--- src/rtl/regfile_dump_reader_pkg.sv ---
// Shared definitions for the register-file dump reader: sizes, FSM encoding
// and the debug command byte that requests a dump.
package regfile_dump_reader_pkg;

  localparam int NUM_REGS = 32;
  localparam int ADDR_W   = 5;
  localparam int DATA_W   = 32;
  localparam int BYTES_W  = DATA_W / 8;
  localparam int BCNT_W   = 2;

  // Debug-unit command byte ('D') that the command decoder turns into a Start pulse.
  localparam logic [7:0] DUMP_CMD = 8'h44;

  typedef enum logic [1:0] {
    DUMP_IDLE = 2'd0,
    DUMP_LOAD = 2'd1,
    DUMP_SEND = 2'd2,
    DUMP_DONE = 2'd3
  } dump_state_t;

endpackage

--- src/rtl/regfile_dump_reader.sv ---
// Walks every register through the debug read port and streams each word as
// four bytes, MSB first, to the UART TX byte interface.
module regfile_dump_reader
  import regfile_dump_reader_pkg::*;
(
  input  logic              i_clock,
  input  logic              i_reset,
  input  logic              i_start,
  output logic [ADDR_W-1:0] o_dbg_read_register,
  input  logic [DATA_W-1:0] i_dbg_read_data,
  output logic [7:0]        o_tx_data,
  output logic              o_tx_valid,
  input  logic              i_tx_ready,
  output logic              o_busy,
  output logic              o_done,
  output dump_state_t       o_state
);

  localparam logic [ADDR_W-1:0] LAST_IDX  = ADDR_W'(NUM_REGS - 1);
  localparam logic [BCNT_W-1:0] LAST_BYTE = BCNT_W'(BYTES_W - 1);

  dump_state_t       r_state;
  dump_state_t       w_state_nxt;
  logic [ADDR_W-1:0] r_index;
  logic [BCNT_W-1:0] r_byte_cnt;
  logic [DATA_W-1:0] r_shift;
  logic              w_accept;
  logic              w_last_byte;

  // Handshake: a byte moves when o_tx_valid && i_tx_ready at posedge. o_tx_valid
  // and o_tx_data depend only on registered state, so a stalled byte holds
  // steady and valid never drops before acceptance (except on reset).
  assign w_accept    = (r_state == DUMP_SEND) && i_tx_ready;
  assign w_last_byte = (r_byte_cnt == LAST_BYTE);

  always_ff @(posedge i_clock or posedge i_reset) begin
    if (i_reset) begin
      r_state <= DUMP_IDLE;
    end else begin
      r_state <= w_state_nxt;
    end
  end

  always_comb begin
    w_state_nxt = r_state;
    case (r_state)
      DUMP_IDLE: if (i_start) w_state_nxt = DUMP_LOAD;
      DUMP_LOAD: w_state_nxt = DUMP_SEND;
      DUMP_SEND: begin
        if (w_accept && w_last_byte) begin
          w_state_nxt = (r_index == LAST_IDX) ? DUMP_DONE : DUMP_LOAD;
        end
      end
      DUMP_DONE: w_state_nxt = DUMP_IDLE;
      default:   w_state_nxt = DUMP_IDLE;
    endcase
  end

  always_ff @(posedge i_clock or posedge i_reset) begin
    if (i_reset) begin
      r_index    <= '0;
      r_byte_cnt <= '0;
      r_shift    <= '0;
    end else begin
      case (r_state)
        DUMP_IDLE: if (i_start) r_index <= '0;
        DUMP_LOAD: begin
          r_shift    <= i_dbg_read_data;
          r_byte_cnt <= '0;
        end
        DUMP_SEND: begin
          if (w_accept) begin
            r_shift <= {r_shift[DATA_W-9:0], 8'h00};
            // The counter parks at the last byte; only LOAD clears it.
            if (!w_last_byte) begin
              r_byte_cnt <= r_byte_cnt + 1'b1;
            end else if (r_index != LAST_IDX) begin
              r_index <= r_index + 1'b1;
            end
          end
        end
        default: ;
      endcase
    end
  end

  always_comb begin
    o_dbg_read_register = '0;
    o_tx_data           = 8'h00;
    o_tx_valid          = 1'b0;
    o_busy              = (r_state != DUMP_IDLE);
    o_done              = (r_state == DUMP_DONE);
    o_state             = r_state;
    if (r_state == DUMP_LOAD || r_state == DUMP_SEND) begin
      o_dbg_read_register = r_index;
    end
    if (r_state == DUMP_SEND) begin
      o_tx_valid = 1'b1;
      o_tx_data  = r_shift[DATA_W-1 -: 8];
    end
  end

endmodule
--- config.mk ---
export PLATFORM = sky130hd
export DESIGN_NAME = regfile_dump_reader
export DESIGN_NICKNAME = d
export VERILOG_FILES = /design/src/rtl/regfile_dump_reader_pkg.sv /design/src/rtl/regfile_dump_reader.sv
export SDC_FILE = /design/constraint.sdc
export NUM_CORES = 1
export LEC_CHECK = 0
export BUFFER_PORTS_ARGS = -buffer_cell sky130_fd_sc_hd__buf_2
export CAP_MARGIN = 20
export CORE_MARGIN = 2
export CORE_UTILIZATION = 35
export DETAILED_ROUTE_END_ITERATION = 6
export SLEW_MARGIN = 20
export SYNTH_ARGS = -nofsm -noshare
export SYNTH_HDL_FRONTEND = slang
export SYNTH_SLANG_ARGS = --single-unit
export TNS_END_PERCENT = 1
--- constraint.sdc ---
create_clock -name i_clock -period 2.3 [get_ports i_clock]
set_input_delay 0.115 -clock i_clock [delete_from_list [all_inputs] [get_ports i_clock]]
set_output_delay 0.115 -clock i_clock [all_outputs]
set_load 0.03 [all_outputs]
After elaboration in Yosys (flattened, before gate mapping)
Cells that the tools add are included.

Output and inout port bits: 18. Register bits: 41. Word-level logic and storage cells: 46. Bits of input ports: 36.

Reductions and logical operators: 11. Multiplexer cells: 17. Add/sub/neg operators: 2. Equal/unequal tests: 12.

Operator list (count): case mux 32 bit (2 select lines) (1); two-way mux 32 bit (1); two-way mux 5 bit (5); two-way mux 2 bit (5); case mux 5 bit (2 select lines) (1); two-way mux 8 bit (1); != test 2 bit, second input constant (4); case mux 2 bit (4 select lines) (1); == test 2 bit, second input constant (3); nonzero test 2 bit (3); adder 5 x 1 -> 5 bit, second input constant (1); == test 5 bit, second input constant (1); != test 5 bit, second input constant (1); AND reduction 5 bit (1); != test 2 x 1 -> 1 bit, second input constant (2); case mux 2 bit (2 select lines) (1); AND reduction 2 bit (2); AND reduction 3 bit (1); adder 2 x 1 -> 2 bit, second input constant (1); == test 2 x 1 -> 1 bit, second input constant (1); logical AND 1 bit (2); logical NOT 2 bit (1); logical OR 1 bit (1); two-way mux 1 bit (1).

Logic depth before layout (Yosys ltp)
Depth after elaboration: 5. Depth in mapped cells: 7. Gate-level depth less buffers: 6.

Worst setup path before layout
No wires, ideal clock.

Kind: flip-flop to output port. Start: register r_state[0], in the netlist o_state[0]. End: output o_tx_data[5]. Buffers on the path: 3. Data arrival time: 1849 ps. Data required time: 2185 ps. Cell stages (with the launch flop): 7. Path slack: 336 ps. Cells stage by stage: dfrtp_1 inv_1 ha_1 buf_6 buf_6 buf_2 and2_1.

Word-level cells in the longest chain between the ends: 2.

RTL lines: start, declared (line regfile_dump_reader.sv:22) `dump_state_t r_state;`; start signal, assigned (line regfile_dump_reader.sv:40) `r_state <= w_state_nxt;`; == test 2 bit (line regfile_dump_reader.sv:97) `if (r_state == DUMP_SEND) begin`; two-way mux 8 bit (line regfile_dump_reader.sv:97); end, declared (line regfile_dump_reader.sv:11) `output logic [7:0] o_tx_data,`.

Every way passes these cells.

Worst setup path after layout
Start: register r_state[0], in the netlist o_state[0]. End: output o_tx_data[6].

Same word-level chain as after synthesis.

==> metrics.yaml <==
clock_tree.root_cell: "sky130_fd_sc_hd__clkbuf_8"
firstDrtPassIters: 4
detail_route.wirelength_um: 4420
critPathMaxFanout: 21
total_routing_resource_utilization_after_global_routing_pct: 14.0
numPortBuffers: 53
die_y_um: 82.5
postLayoutSetupSlackWorst_ns: 0.246
rr_startpoint: "r_index[0]"
timing.final.crit_period_ns: 2.05
combined_area_of_the_multi_input_logic_cells_mm2: 0.00103
detailedPlace.worstSlack_ns: 0.358
layout.filler_cells: 586
wl_per_cell_um: 12.8
timing_worst_slew_pin_value_ns: 0.615
clock_sinks: 41
postLayoutCoreUtil_pct: 44.4
synth.top_cells.by_area: "sky130_fd_sc_hd__dfrtp_1 48%, sky130_fd_sc_hd__mux2i_1 13%, sky130_fd_sc_hd__nand2_1 7.1%, sky130_fd_sc_hd__o21ai_0 5.6%, sky130_fd_sc_hd__and2_1 4.1%"
drt.antenna.violating_nets: 0
cts-htree-levels: 2
timing.setup.critical_path_class: "register to primary output"
rr_endpoint: "r_index[0]"
first_global_vias: 1560
crit_path_capture: "o_tx_data[6]"
routed-via-count: 1663
endpoint_kind: "primary output"
holdPathStages: 3
totalNegativeSetupSlack_ns: 0
finalMaxSlewViolations: 0
clk_pin_slew_worst_paths_ns: 0.08
post_cts_resize_count: 0
finalHoldViolations: 0
yosys_warnings: 0
initial_utilization_pct: 36.4
synth-edff-count: 0
synth_top_flop_cell: "sky130_fd_sc_hd__dfrtp_1"
fin_area_mm2: 0.00263
number_of_antenna_violations_at_the_first_check_in_global_routing: 0
layout.area.seq_mm2: 0.00103
diodes: 0
timing.fmax_ghz: 0.487
hold_fix_buffer_count_after_cts: 1
asyncSetResetFlopFracSynth_pct: 100
worst_setup_path_startpoint: "o_state[0]"
clk-insertion-delay-late_ns: 0.29
run_status: "complete, no violations"
area_delta_synth_final_pct: 22.0
worst_ep_required_time_ns: 2.18
share_of_final_layout_standard_cells_stronger_than_drive_strength_1_pct: 27.3
post_synth_num_cell_types: 30
timing.reg2reg.worst_path_depth: 6
r2r_setup_slack_ns: 0.32
critical_path.max_stage_delay_ns: 0.44
avgSynthCellArea_um2: 9.97
startpoint_type: "register"
drt_iter0_drc: 108
cts-buffers-inserted: 5
final_min_period_over_clock_period_pct: 89.3
max-cap-violations: 0
power_density_of_the_placed_cells_mw_per_mm2: 1300
critical_path_arrival_ns: 1.94
synth_top_cell_by_area: "sky130_fd_sc_hd__dfrtp_1"
gp_congestion: 0.853
path_cells: "inv_1 -> ha_2 -> buf_4 -> and2_1 -> buf_2"
hold_path_class: "input port to register"
max-clock-path-buffers: 2
synth_fp_nets: 259
global_route.overflow_total: 0
io_pins: 54
synth-seq-area-share_pct: 47.6
syn-cell-area_mm2: 0.00215
viasPerCell: 4.81
core_area_mm2: 0.00592
setup_violations: 0
die_width_um: 82.5
netlist.area_leader.share_pct: 47.6
dp.final_hpwl_um: 3270
layout.nets: 313
synth_cells: 216
grt_start_max_net_pins: 47
cts_tree: "yes"
cts.repair_timing.setup_buffer_count: 0
vdd_ir_drop_max_mv: 0.530
grt_setup_unrepaired: "false"
detail_route.drc_violations: 0
power_leakage_uw: 0.00125
die_area_mm2: 0.00680
timing.max_slew.rel_slack_pct: 59.0
grt_pass1_wl_um: 7250
rows: 28
crit_slowest_cell: "sky130_fd_sc_hd__dfrtp_1"
postSynthRegisterBits: 41
placed_cell_area_mm2: 0.00250
clock_skew_ns: 0.00613
-- Yosys cell counts (3+ instances only) --
cell type                  instances
sky130_fd_sc_hd__a21boi_0          8
sky130_fd_sc_hd__and2_1           14
sky130_fd_sc_hd__buf_2             3
sky130_fd_sc_hd__buf_4             5
sky130_fd_sc_hd__clkbuf_1          4
sky130_fd_sc_hd__dfrtp_1          41
sky130_fd_sc_hd__ha_1              7
sky130_fd_sc_hd__inv_1             5
sky130_fd_sc_hd__mux2i_1          27
sky130_fd_sc_hd__nand2_1          41
sky130_fd_sc_hd__nand3_1           4
sky130_fd_sc_hd__o211ai_1          4
sky130_fd_sc_hd__o21ai_0          24
sky130_fd_sc_hd__o22ai_1           8
-- cell usage in the layout (no fill, tap or decap), types with 2 or more instances in the layout --
cell type,count
sky130_fd_sc_hd__buf_2,53
sky130_fd_sc_hd__ha_1,6
sky130_fd_sc_hd__clkbuf_8,5
sky130_fd_sc_hd__o211ai_1,4
sky130_fd_sc_hd__inv_2,2
sky130_fd_sc_hd__o22ai_1,8
sky130_fd_sc_hd__o311ai_1,2
sky130_fd_sc_hd__a31oi_1,2
sky130_fd_sc_hd__nand3_1,4
sky130_fd_sc_hd__nand2_1,41
sky130_fd_sc_hd__dfrtp_1,41
sky130_fd_sc_hd__o21ai_0,24
sky130_fd_sc_hd__mux2i_1,26
sky130_fd_sc_hd__nand3b_1,2
sky130_fd_sc_hd__and2_1,14
sky130_fd_sc_hd__nand2b_1,2
sky130_fd_sc_hd__a21boi_0,8
sky130_fd_sc_hd__buf_4,6
sky130_fd_sc_hd__inv_1,4
-- logic make-up after synthesis --
family / share of synthesized area [%]
and+or+nand+nor: 14.5
AOI/OAI and AO/OA: 15.6
DFF: 47.6
muxes: 12.5
buffers and inverters: 5.23
adders and majority gates: 4.06
xor gates and xnor gates: 0.407
-- where the power goes --
part           total, uW  internal [uW]  switching (uW)
Sequential          1200           1030             170
Combinational       1630            661             972
Clock                585            325             260
Total               3420           2020            1400
-- through the flow --
stage               power, uW  hold slack (ns)  instances
floorplan                2490            0.297        216
global placement         2820            0.280        337
detailed placement       2870            0.279        337
CTS                      3460           0.0866        346
global route             3710            0.112        346
finish                   3420           0.0905        346
-- sequential cells by signal, indices dropped and copies added (netlist names) --
name / flops
r_byte_cnt: 2
o_state: 2
r_shift: 32
r_index: 5
-- how the worst min path moves through the flow --
stage / from / end / slack [ns]
after floorplan: i_dbg_read_data[29] / r_shift[29] / 0.30
after detailed placement: i_reset / r_shift[25] / 0.28
final: i_dbg_read_data[29] / r_shift[29] / 0.09
after CTS: i_dbg_read_data[29] / r_shift[29] / 0.09
after global routing: i_dbg_read_data[30] / r_shift[30] / 0.11
after global placement: i_reset / r_shift[25] / 0.28
-- per-layer routing --
metal | vias up | share of wire (%) | GRT usage, %
met1 | 751 | 49 | 20.1
met3 | 8 | 5.2 | 3.48
met5 | - | 0 | 0
met2 | 43 | 43 | 20.3
li1 | 861 | - | -
met4 | 0 | 2.0 | 5.17
-- critical path: cells and delay by family, from the launching register on --
| kind | cells | cell delay (ns) |
|---|---|---|
| fa+ha+maj | 1 | 0.42 |
| buf+inv | 3 | 0.63 |
| flops | 1 | 0.44 |
| simple gates | 1 | 0.16 |
-- area by class of cell --
cell class              count  area share (%)
multi-input cells         155            39.2
flip-flops and latches     41            39.0
repair buffers             61            12.9
well taps                  75            3.57
clock buffers               5            2.62
clock inverters             3            1.76
inverters                   6           0.857
Note: power is estimated with default switching activity, not from simulation.
